### src/rtl/csa_accum_pkg.sv
// Shared types and default sizing for the carry-save accumulator.
package csa_accum_pkg;

  localparam int DEF_WIDTH = 32;
  localparam int DEF_GUARD = 4;
  localparam int DEF_CNT_W = 16;

  typedef enum logic [1:0] {
    ST_ACCUM   = 2'd0,
    ST_RESOLVE = 2'd1,
    ST_OUTPUT  = 2'd2
  } state_e;

endpackage

### src/rtl/csa_accum_csa_row.sv
// Purely combinational 3:2 compressor row: bitwise sum and unshifted majority.
module csa_row #(
  parameter int W = 36
) (
  input  logic [W-1:0] a_in,
  input  logic [W-1:0] b_in,
  input  logic [W-1:0] c_in,
  output logic [W-1:0] sum_out,
  output logic [W-1:0] maj_out
);

  always_comb begin
    sum_out = a_in ^ b_in ^ c_in;
    maj_out = (a_in & b_in) | (a_in & c_in) | (b_in & c_in);
  end

endmodule

### src/rtl/csa_accum.sv
// Streaming carry-save accumulator with one-cycle carry-propagate resolve.
// Build option: CSA_ACCUM_SAT_EN clamps out_data to all-ones on overflow.
module csa_accum
  import csa_accum_pkg::*;
#(
  parameter int WIDTH = DEF_WIDTH,
  parameter int GUARD = DEF_GUARD,
  parameter int CNT_W = DEF_CNT_W,
  localparam int ACC_W = WIDTH + GUARD
) (
  input  logic             clk,
  input  logic             rst,
  input  logic             in_valid,
  output logic             in_ready,
  input  logic [WIDTH-1:0] in_data,
  input  logic             in_last,
  output logic             out_valid,
  input  logic             out_ready,
  output logic [ACC_W-1:0] out_data,
  output logic             out_ovf,
  output logic [CNT_W-1:0] out_count
);

  state_e             state_q, state_d;
  logic [ACC_W-1:0]   s_q, s_d;
  logic [ACC_W-1:0]   c_q, c_d;
  logic               sticky_q, sticky_d;
  logic [CNT_W-1:0]   cnt_q, cnt_d;
  logic [ACC_W-1:0]   out_data_q, out_data_d;
  logic               out_ovf_q, out_ovf_d;
  logic               out_valid_q, out_valid_d;
  logic               in_ready_q, in_ready_d;

  logic [ACC_W-1:0]   x_ext;
  logic [ACC_W-1:0]   row_sum;
  logic [ACC_W-1:0]   row_maj;
  logic [ACC_W:0]     resolved;
  logic               beat;

  assign x_ext = {{GUARD{1'b0}}, in_data};

  csa_row #(.W(ACC_W)) u_row (
    .a_in    (s_q),
    .b_in    (c_q),
    .c_in    (x_ext),
    .sum_out (row_sum),
    .maj_out (row_maj)
  );

  always_comb begin
    state_d     = state_q;
    s_d         = s_q;
    c_d         = c_q;
    sticky_d    = sticky_q;
    cnt_d       = cnt_q;
    out_data_d  = out_data_q;
    out_ovf_d   = out_ovf_q;
    out_valid_d = out_valid_q;
    beat        = in_ready_q && in_valid;
    resolved    = {1'b0, s_q} + {1'b0, c_q};

    unique case (state_q)
      ST_ACCUM: begin
        if (beat) begin
          s_d      = row_sum;
          c_d      = {row_maj[ACC_W-2:0], 1'b0};
          // The majority MSB would be shifted out of C: remember it as lost weight.
          sticky_d = sticky_q | row_maj[ACC_W-1];
          cnt_d    = (cnt_q == {CNT_W{1'b1}}) ? cnt_q : cnt_q + CNT_W'(1);
          if (in_last) state_d = ST_RESOLVE;
        end
      end
      ST_RESOLVE: begin
        out_ovf_d = sticky_q | resolved[ACC_W];
`ifdef CSA_ACCUM_SAT_EN
        out_data_d = (sticky_q | resolved[ACC_W]) ? {ACC_W{1'b1}} : resolved[ACC_W-1:0];
`else
        out_data_d = resolved[ACC_W-1:0];
`endif
        state_d = ST_OUTPUT;
      end
      ST_OUTPUT: begin
        // out_valid rises one cycle after entering OUTPUT, giving the t+2 result latency.
        if (out_valid_q && out_ready) begin
          out_valid_d = 1'b0;
          s_d         = '0;
          c_d         = '0;
          sticky_d    = 1'b0;
          cnt_d       = '0;
          state_d     = ST_ACCUM;
        end else begin
          out_valid_d = 1'b1;
        end
      end
      default: state_d = ST_ACCUM;
    endcase

    in_ready_d = (state_d == ST_ACCUM);
  end

  always_ff @(posedge clk or posedge rst) begin
    if (rst) begin
      state_q     <= ST_ACCUM;
      s_q         <= '0;
      c_q         <= '0;
      sticky_q    <= 1'b0;
      cnt_q       <= '0;
      out_data_q  <= '0;
      out_ovf_q   <= 1'b0;
      out_valid_q <= 1'b0;
      in_ready_q  <= 1'b1;
    end else begin
      state_q     <= state_d;
      s_q         <= s_d;
      c_q         <= c_d;
      sticky_q    <= sticky_d;
      cnt_q       <= cnt_d;
      out_data_q  <= out_data_d;
      out_ovf_q   <= out_ovf_d;
      out_valid_q <= out_valid_d;
      in_ready_q  <= in_ready_d;
    end
  end

  assign in_ready  = in_ready_q;
  assign out_valid = out_valid_q;
  assign out_data  = out_data_q;
  assign out_ovf   = out_ovf_q;
  assign out_count = cnt_q;

endmodule

### config.mk
export PLATFORM = sky130hd
export DESIGN_NAME = csa_accum
export DESIGN_NICKNAME = d
export VERILOG_FILES = /design/src/rtl/csa_accum_pkg.sv /design/src/rtl/csa_accum_csa_row.sv /design/src/rtl/csa_accum.sv
export SDC_FILE = /design/constraint.sdc
export NUM_CORES = 1
export LEC_CHECK = 0
export ABC_AREA = 0
export CAP_MARGIN = 20
export CELL_PAD_IN_SITES_DETAIL_PLACEMENT = 1
export CELL_PAD_IN_SITES_GLOBAL_PLACEMENT = 2
export CORE_AREA = 2 2 141 143
export DETAILED_ROUTE_END_ITERATION = 10
export DIE_AREA = 0 0 143 145
export PLACE_DENSITY = 0.93
export RECOVER_POWER = 25
export SLEW_MARGIN = 10
export SYNTH_ARGS = -nofsm -noshare
export SYNTH_HDL_FRONTEND = slang
export SYNTH_SLANG_ARGS = --single-unit
### constraint.sdc
create_clock -name clk -period 8.1 [get_ports clk]
set_input_delay 1.215 -clock clk [delete_from_list [all_inputs] [get_ports clk]]
set_output_delay 1.215 -clock clk [all_outputs]
set_load 0.05 [all_outputs]
==> impl_metrics.yaml, run 1 <==
clocking:
  cts_tree: "done"
  clockBufferDepth: 2
  clkTransAtPathRegs_ns: 0.06
  cts_root_buffer: "clkbuf_16"
  cts-resized-gates: 0
  clock_latency_ns: 0.42
  clock_sinks: 129
  htreeDepth: 4
  cts_setup_buffers: 0
  cts_buffers: 17
  cts_hold_buf: 0
synth:
  netlist_area_mm2: 0.00753
  yosys.area.top_type: "dfrtp_1"
  seq_area_frac_synth: 0.429
  synthDistinctLibCells: 68
  async_reset_ff_frac: 1.00
  synth_top_area_frac: 0.425
  avgSynthCellArea_um2: 10.7
  synth-edff-count: 0
  ys_ff_latch: 129
  synth_top_flop_cell: "dfrtp_1"
  syn_inst: 707
  yosysWarnings: 0
  ys_top_cells_by_area: "dfrtp_1, fa_1, a22o_1, ha_1, nand2_1"
  syn_nets: 813
routing:
  vias_per_cell: 5.50
  detail_route.wl_per_cell_um: 18.1
  vias: 5825
  drc: 0
  drtPass1Iterations: 4
  drtAntennaViolNets: 0
  finalWirelength_um: 19200
  drt-initial-drc-count: 259
worst_setup_path:
  r2r-start: "s_q[1]"
  r2r_slack_ns: 4.95
  reg2reg_to: "out_data[33]"
  rr_worst_depth: 9
  start_kind: "input port"
  critPathMaxFanout: 72
  cp-end-kind: "asynchronous set/reset pin"
  crit_type: "input port to asynchronous set/reset pin"
  arrival_ns: 4.19
  critPathRequiredTime_ns: 8.52
finish:
  ff_latch_area_mm2: 0.00323
  area_delta_synth_final_pct: 21.7
  multi_input_area_mm2: 0.00401
  nets: 889
  final_layout_size_suffix_gt1_frac: 0.0667
  diodes: 0
  n_fill_cell: 2060
placed_design:
  place.gp.congestion: 0.852
  dp_hpwl_um: 13900
  place_ws_ns: 4.79
  io_buffers: 91
hold_path:
  min_path_type: "flip-flop to flip-flop"
  min_from: "out_data[2]"
  min_to: "out_data[2]"
  whs_path_depth: 2
flow_run:
  max_cap_viol_count: 2
power:
  power.density_mw_per_mm2: 451
  seq_power_share: 0.279
  p_sw_mw: 1.87
  power_mw: 4.14
  swShare: 0.452
  intPower_mw: 2.27
  p_clk_frac: 0.197
  leakage_nw: 4.18
  p_comb_frac: 0.524
  ir_drop_mv: 0.171
sta:
  max-slew-margin-rel: -0.693
  period_needed_ns: 3.77
  fmax_mhz: 265
  report.final.hold_viol_count: 0
  setup_violations: 0
  report.final.slew_viol_count: 98
  layout_setup_ws_ns: 4.33
  fin_tns_setup_ns: 0
  tightest_slew_ns: 2.53
  rsz0062_at_grt: "false"
  whs_ns: 0.470
  fin_worst_skew_ns: 0.00722
  post-route-period-util: 0.465
floorplanning:
  core_mm2: 0.0192
  dieArea_mm2: 0.0207
  die_x_um: 143
  die_h_um: 145
  io_pins: 92
  rows: 51
  initial_core_util: 0.392
outcome:
  violations: "max-capacitance violations, max-slew violations"
  status: "complete, but fails checks"
grt:
  grt_use_total: 0.196
  grt_pass1_vias: 6366
  grt_overflow: 0
  antenna_found_initial: 0
  grt_pass1_wl_um: 32700
  grt_max_degree: 73
==> Yosys cell counts, types with 13 or more instances <==
library cell / instances
nand3_1: 17
nand2_1: 71
a21oi_1: 41
a22o_1: 71
clkbuf_1: 25
o21ai_0: 47
fa_1: 32
a21o_1: 16
ha_1: 37
xnor2_1: 13
xor2_1: 25
nor2_1: 37
dfrtp_1: 128
==> flip-flops by register name (all words and copies together), names as in the netlist <==
name,count
out_valid,1
out_data,36
s_q,36
c_q,35
out_count,16
state_q,2
in_ready,1
out_ovf,1
sticky_q,1
==> placed cells by master, fill, tap and decap left out, types with 3 or more instances in the layout <==
cell             count
nand2_1             71
ha_1                37
and3_1               4
xor2_1              25
a31oi_1              7
inv_1                7
bufinv_16            4
clkinv_4             3
and2_1               3
nor4_1               4
a211oi_1             7
o21ai_0             48
a21o_1              16
and2_0               3
nor2b_1              5
a22o_1              71
buf_4                5
nand2b_1             5
xnor2_1             13
nand4_1             12
dfrtp_1            128
nor3_1              10
clkdlybuf4s50_1     89
nand3_1             17
o21ai_1              7
clkbuf_1             4
fa_1                32
and3_2               3
a21oi_1             41
clkbuf_16           17
o21a_1               5
o21bai_1             6
nor2_1              37
==> cells by family (layout without fill, tap and decap cells) <==
logic type / count (synthesis) / after routing / synth area share
xor gates and xnor gates: 38 / 38 / 0.0442
AOI/OAI and AO/OA: 235 / 235 / 0.225
buffers and inverters: 48 / 136 / 0.0354
adders and majority gates: 69 / 69 / 0.147
DFF: 129 / 129 / 0.429
and+or+nand+nor: 188 / 188 / 0.120
==> through the flow <==
step / instance area (um^2) / instances / util
2_1_floorplan: 7530 / 707 / -
3_3_place_gp: 8600 / 1029 / 0.448
3_5_place_dp: 8600 / 1029 / 0.448
4_1_cts: 9220 / 1060 / 0.480
5_1_grt: 9170 / 1060 / 0.477
6_report: 9170 / 1060 / 0.477
==> worst max-delay path: stages <==
cell	delay, ns
dlygate4sd3_1	0.55
clkinvlp_2	1.44
buf_4	0.91
==> power groups by stage <==
stage / Combinational, mW / Clock, mW / Sequential [mW]
after floorplan: 1.31 / 0 / 1.42
after global placement: 2.09 / 0 / 1.14
after detailed placement: 2.16 / 0 / 1.17
after CTS: 2.20 / 0.828 / 1.16
after global routing: 2.39 / 0.858 / 1.20
final: 2.17 / 0.816 / 1.15
==> layer usage <==
| metal | part of all wire | global-route usage | up-vias |
|---|---|---|---|
| met3 | 0.031 | 0.0353 | 22 |
| met1 | 0.46 | 0.270 | 2961 |
| met2 | 0.49 | 0.315 | 97 |
| li1 | - | - | 2745 |
| met4 | 0.017 | 0.0589 | 0 |
| met5 | 0 | 0 | - |
==> final cells by class <==
type	count	area share
tap	265	0.0362
multi-input combinational	530	0.437
timing repair buffer	97	0.104
clock buffer	22	0.0506
clock inverter	9	0.0171
sequential	129	0.352
inverter	8	0.00341
==> how the worst max path moves through the flow <==
stage,from,endpoint,slack (ns),depth (start not counted)
after detailed placement,in_valid,out_count[11],4.79,9
after floorplan,rst,c_q[10],3.45,1
final,rst,s_q[31],4.33,3
after CTS,s_q[1],out_data[33],4.96,9
after global placement,in_valid,out_count[11],4.83,9
after global routing,rst,s_q[27],3.83,3
Power figures use the tool's default switching activity.
==> run 2, diff against run 1 <==
- CORE_AREA: 2 2 141 143 -> 2 2 155 157
- DIE_AREA: 0 0 143 145 -> 0 0 157 159
- PLACE_DENSITY: 0.93 -> 0.83
- clock period: 8.1 -> 3.04 ns (I/O delays scaled with it)
==> run 2 against run 1 <==
  * The run now ends clean
  * Die area rose by 20%
  * Global-route usage fell by 3.0 points
  * Register-to-register slack got worse by 4.7 ns
==> impl_metrics.yaml, run 2 (synthesis gave the netlist of run 1 again) <==
sta:
  period_needed_ns: 2.79
  fin_worst_skew_ns: 0.0127
  report.final.hold_viol_count: 0
  max-slew-margin-rel: 0.146
  fmax_mhz: 359
  fin_tns_setup_ns: 0
  tightest_slew_ns: 1.27
  report.final.slew_viol_count: 0
  layout_setup_ws_ns: 0.252
  setup_violations: 0
  rsz0062_at_grt: "false"
  post-route-period-util: 0.917
worst_setup_path:
  r2r_slack_ns: 0.25
  path_cells: "ha_1 > and3_1 > nand4_1 > nand3_1 > a31oi_1 > o221ai_2 > a41oi_2 > buf_4 > o2111ai_1 > or3b_1"
  slowest_stage: "ha_1"
  cp-startpoint: "s_q[9]"
  crit_cells: 10
  crit_type: "flip-flop to flip-flop"
  rr_worst_depth: 10
  crit_buf_inv: 1
  start_kind: "flip-flop"
  r2r-start: "s_q[9]"
  path_delay_family: "simple AND/OR/NAND/NOR gates"
  cp_slowest_stage_delay_ns: 0.45
  endpoint: "out_data[33]"
  cp-end-kind: "flip-flop"
  arrival_ns: 3.08
  critPathRequiredTime_ns: 3.33
  critPathMaxFanout: 7
  reg2reg_to: "out_data[33]"
grt:
  grt_pass1_vias: 6186
  grt_max_degree: 74
  grt_overflow: 0
  grt_use_total: 0.166
  antenna_found_initial: 0
  grt_pass1_wl_um: 33000
clocking:
  cts-resized-gates: 0
  cts_tree: "done"
  clock_sinks: 129
  cts_hold_buf: 0
  htreeDepth: 4
  clkTransAtPathRegs_ns: 0.06
  cts_buffers: 17
  clockBufferDepth: 2
  cts_root_buffer: "clkbuf_16"
  clock_latency_ns: 0.42
  cts_setup_buffers: 0
routing:
  drtPass1Iterations: 4
  drt-initial-drc-count: 204
  detail_route.wl_per_cell_um: 17.4
  vias_per_cell: 5.14
  drtAntennaViolNets: 0
  vias: 5751
  finalWirelength_um: 19500
  drc: 0
hold_path:
  min_path_type: "flip-flop to flip-flop"
floorplanning:
  core_mm2: 0.0232
  io_pins: 92
  rows: 56
  die_x_um: 157
  initial_core_util: 0.325
  die_h_um: 159
  dieArea_mm2: 0.0250
placed_design:
  detailed_place.area_mm2: 0.00874
  place_ws_ns: 0.136
  dp_cells: 1087
  dp_hpwl_um: 14200
  io_buffers: 91
  place.gp.congestion: 0.804
finish:
  nets: 893
  diodes: 0
  instances_no_fill: 1119
  area_delta_synth_final_pct: 23.5
  final_layout_size_suffix_gt1_frac: 0.0863
  fin_area_mm2: 0.00931
  final_cell_mix: "dfrtp_1, clkdlybuf4s50_1, nand2_1, a22o_1, o21ai_0"
  layout_commonest_cell: "dfrtp_1"
power:
  ir_drop_mv: 0.371
  power.density_mw_per_mm2: 1170
  leakage_nw: 4.21
flow_run:
  max_cap_viol_count: 0
outcome:
  status: "finished, final reports clean"
## run 2: cell types whose count changed in the layout (fill, tap and decap cells not counted), sizes merged, moves of 2 or more
| cell | previous run | this run |
|---|---|---|
| inv | 7 | 11 |
| buf | 5 | 8 |
| clkinvlp | 1 | 4 |
| clkbuf | 23 | 19 |
| bufinv | 4 | 2 |
## run 2: final cells by class
cell class	count	area [um^2]
Clock inverter	15	159
Timing Repair Buffer	101	1010
Inverter	8	31.3
Clock buffer	17	425
Sequential cell	129	3230
Multi-Input combinational cell	530	4060
Fill cell	2567	13900
Tap cell	319	399
## run 2: how the worst min path moves through the flow
stage	from	end	depth (start not counted)
3_5_place_dp	out_data[17]	out_data[17]	2
3_3_place_gp	out_data[7]	out_data[7]	2
5_1_grt	out_data[6]	out_data[6]	2
4_1_cts	out_data[17]	out_data[17]	2
2_1_floorplan	sticky_q	sticky_q	2
6_report	out_data[11]	out_data[11]	2
## run 2: stage by stage
stage,util,power [mW],hold slack (ns)
detailed placement,0.377,8.93,0.472
CTS,0.402,11.1,0.486
floorplan,-,7.27,0.459
finish,0.401,10.9,0.479
global placement,0.377,8.75,0.463
global route,0.401,11.8,0.500
## run 2: power breakdown
group / switching [mW] / total (mW) / internal, mW
clock: 0.828 / 2.04 / 1.22
sequential: 0.674 / 3.08 / 2.40
combinational: 3.53 / 5.79 / 2.26
## run 2: layer usage
layer  track usage  routed length, um  vias to the layer above
met5             0                  0                        -
met4        0.0417                260                        0
met3        0.0321                487                       17
met2         0.269               9250                       82
met1         0.229               9460                     2908
li1              -                  -                     2744
## run 2: worst min-delay path, delay by kind of cell, from the launching register on
family / cells / cell delay (ns)
AOI/OAI and AO/OA: 1 / 0.06
DFF: 1 / 0.34
and+or+nand+nor: 1 / 0.04
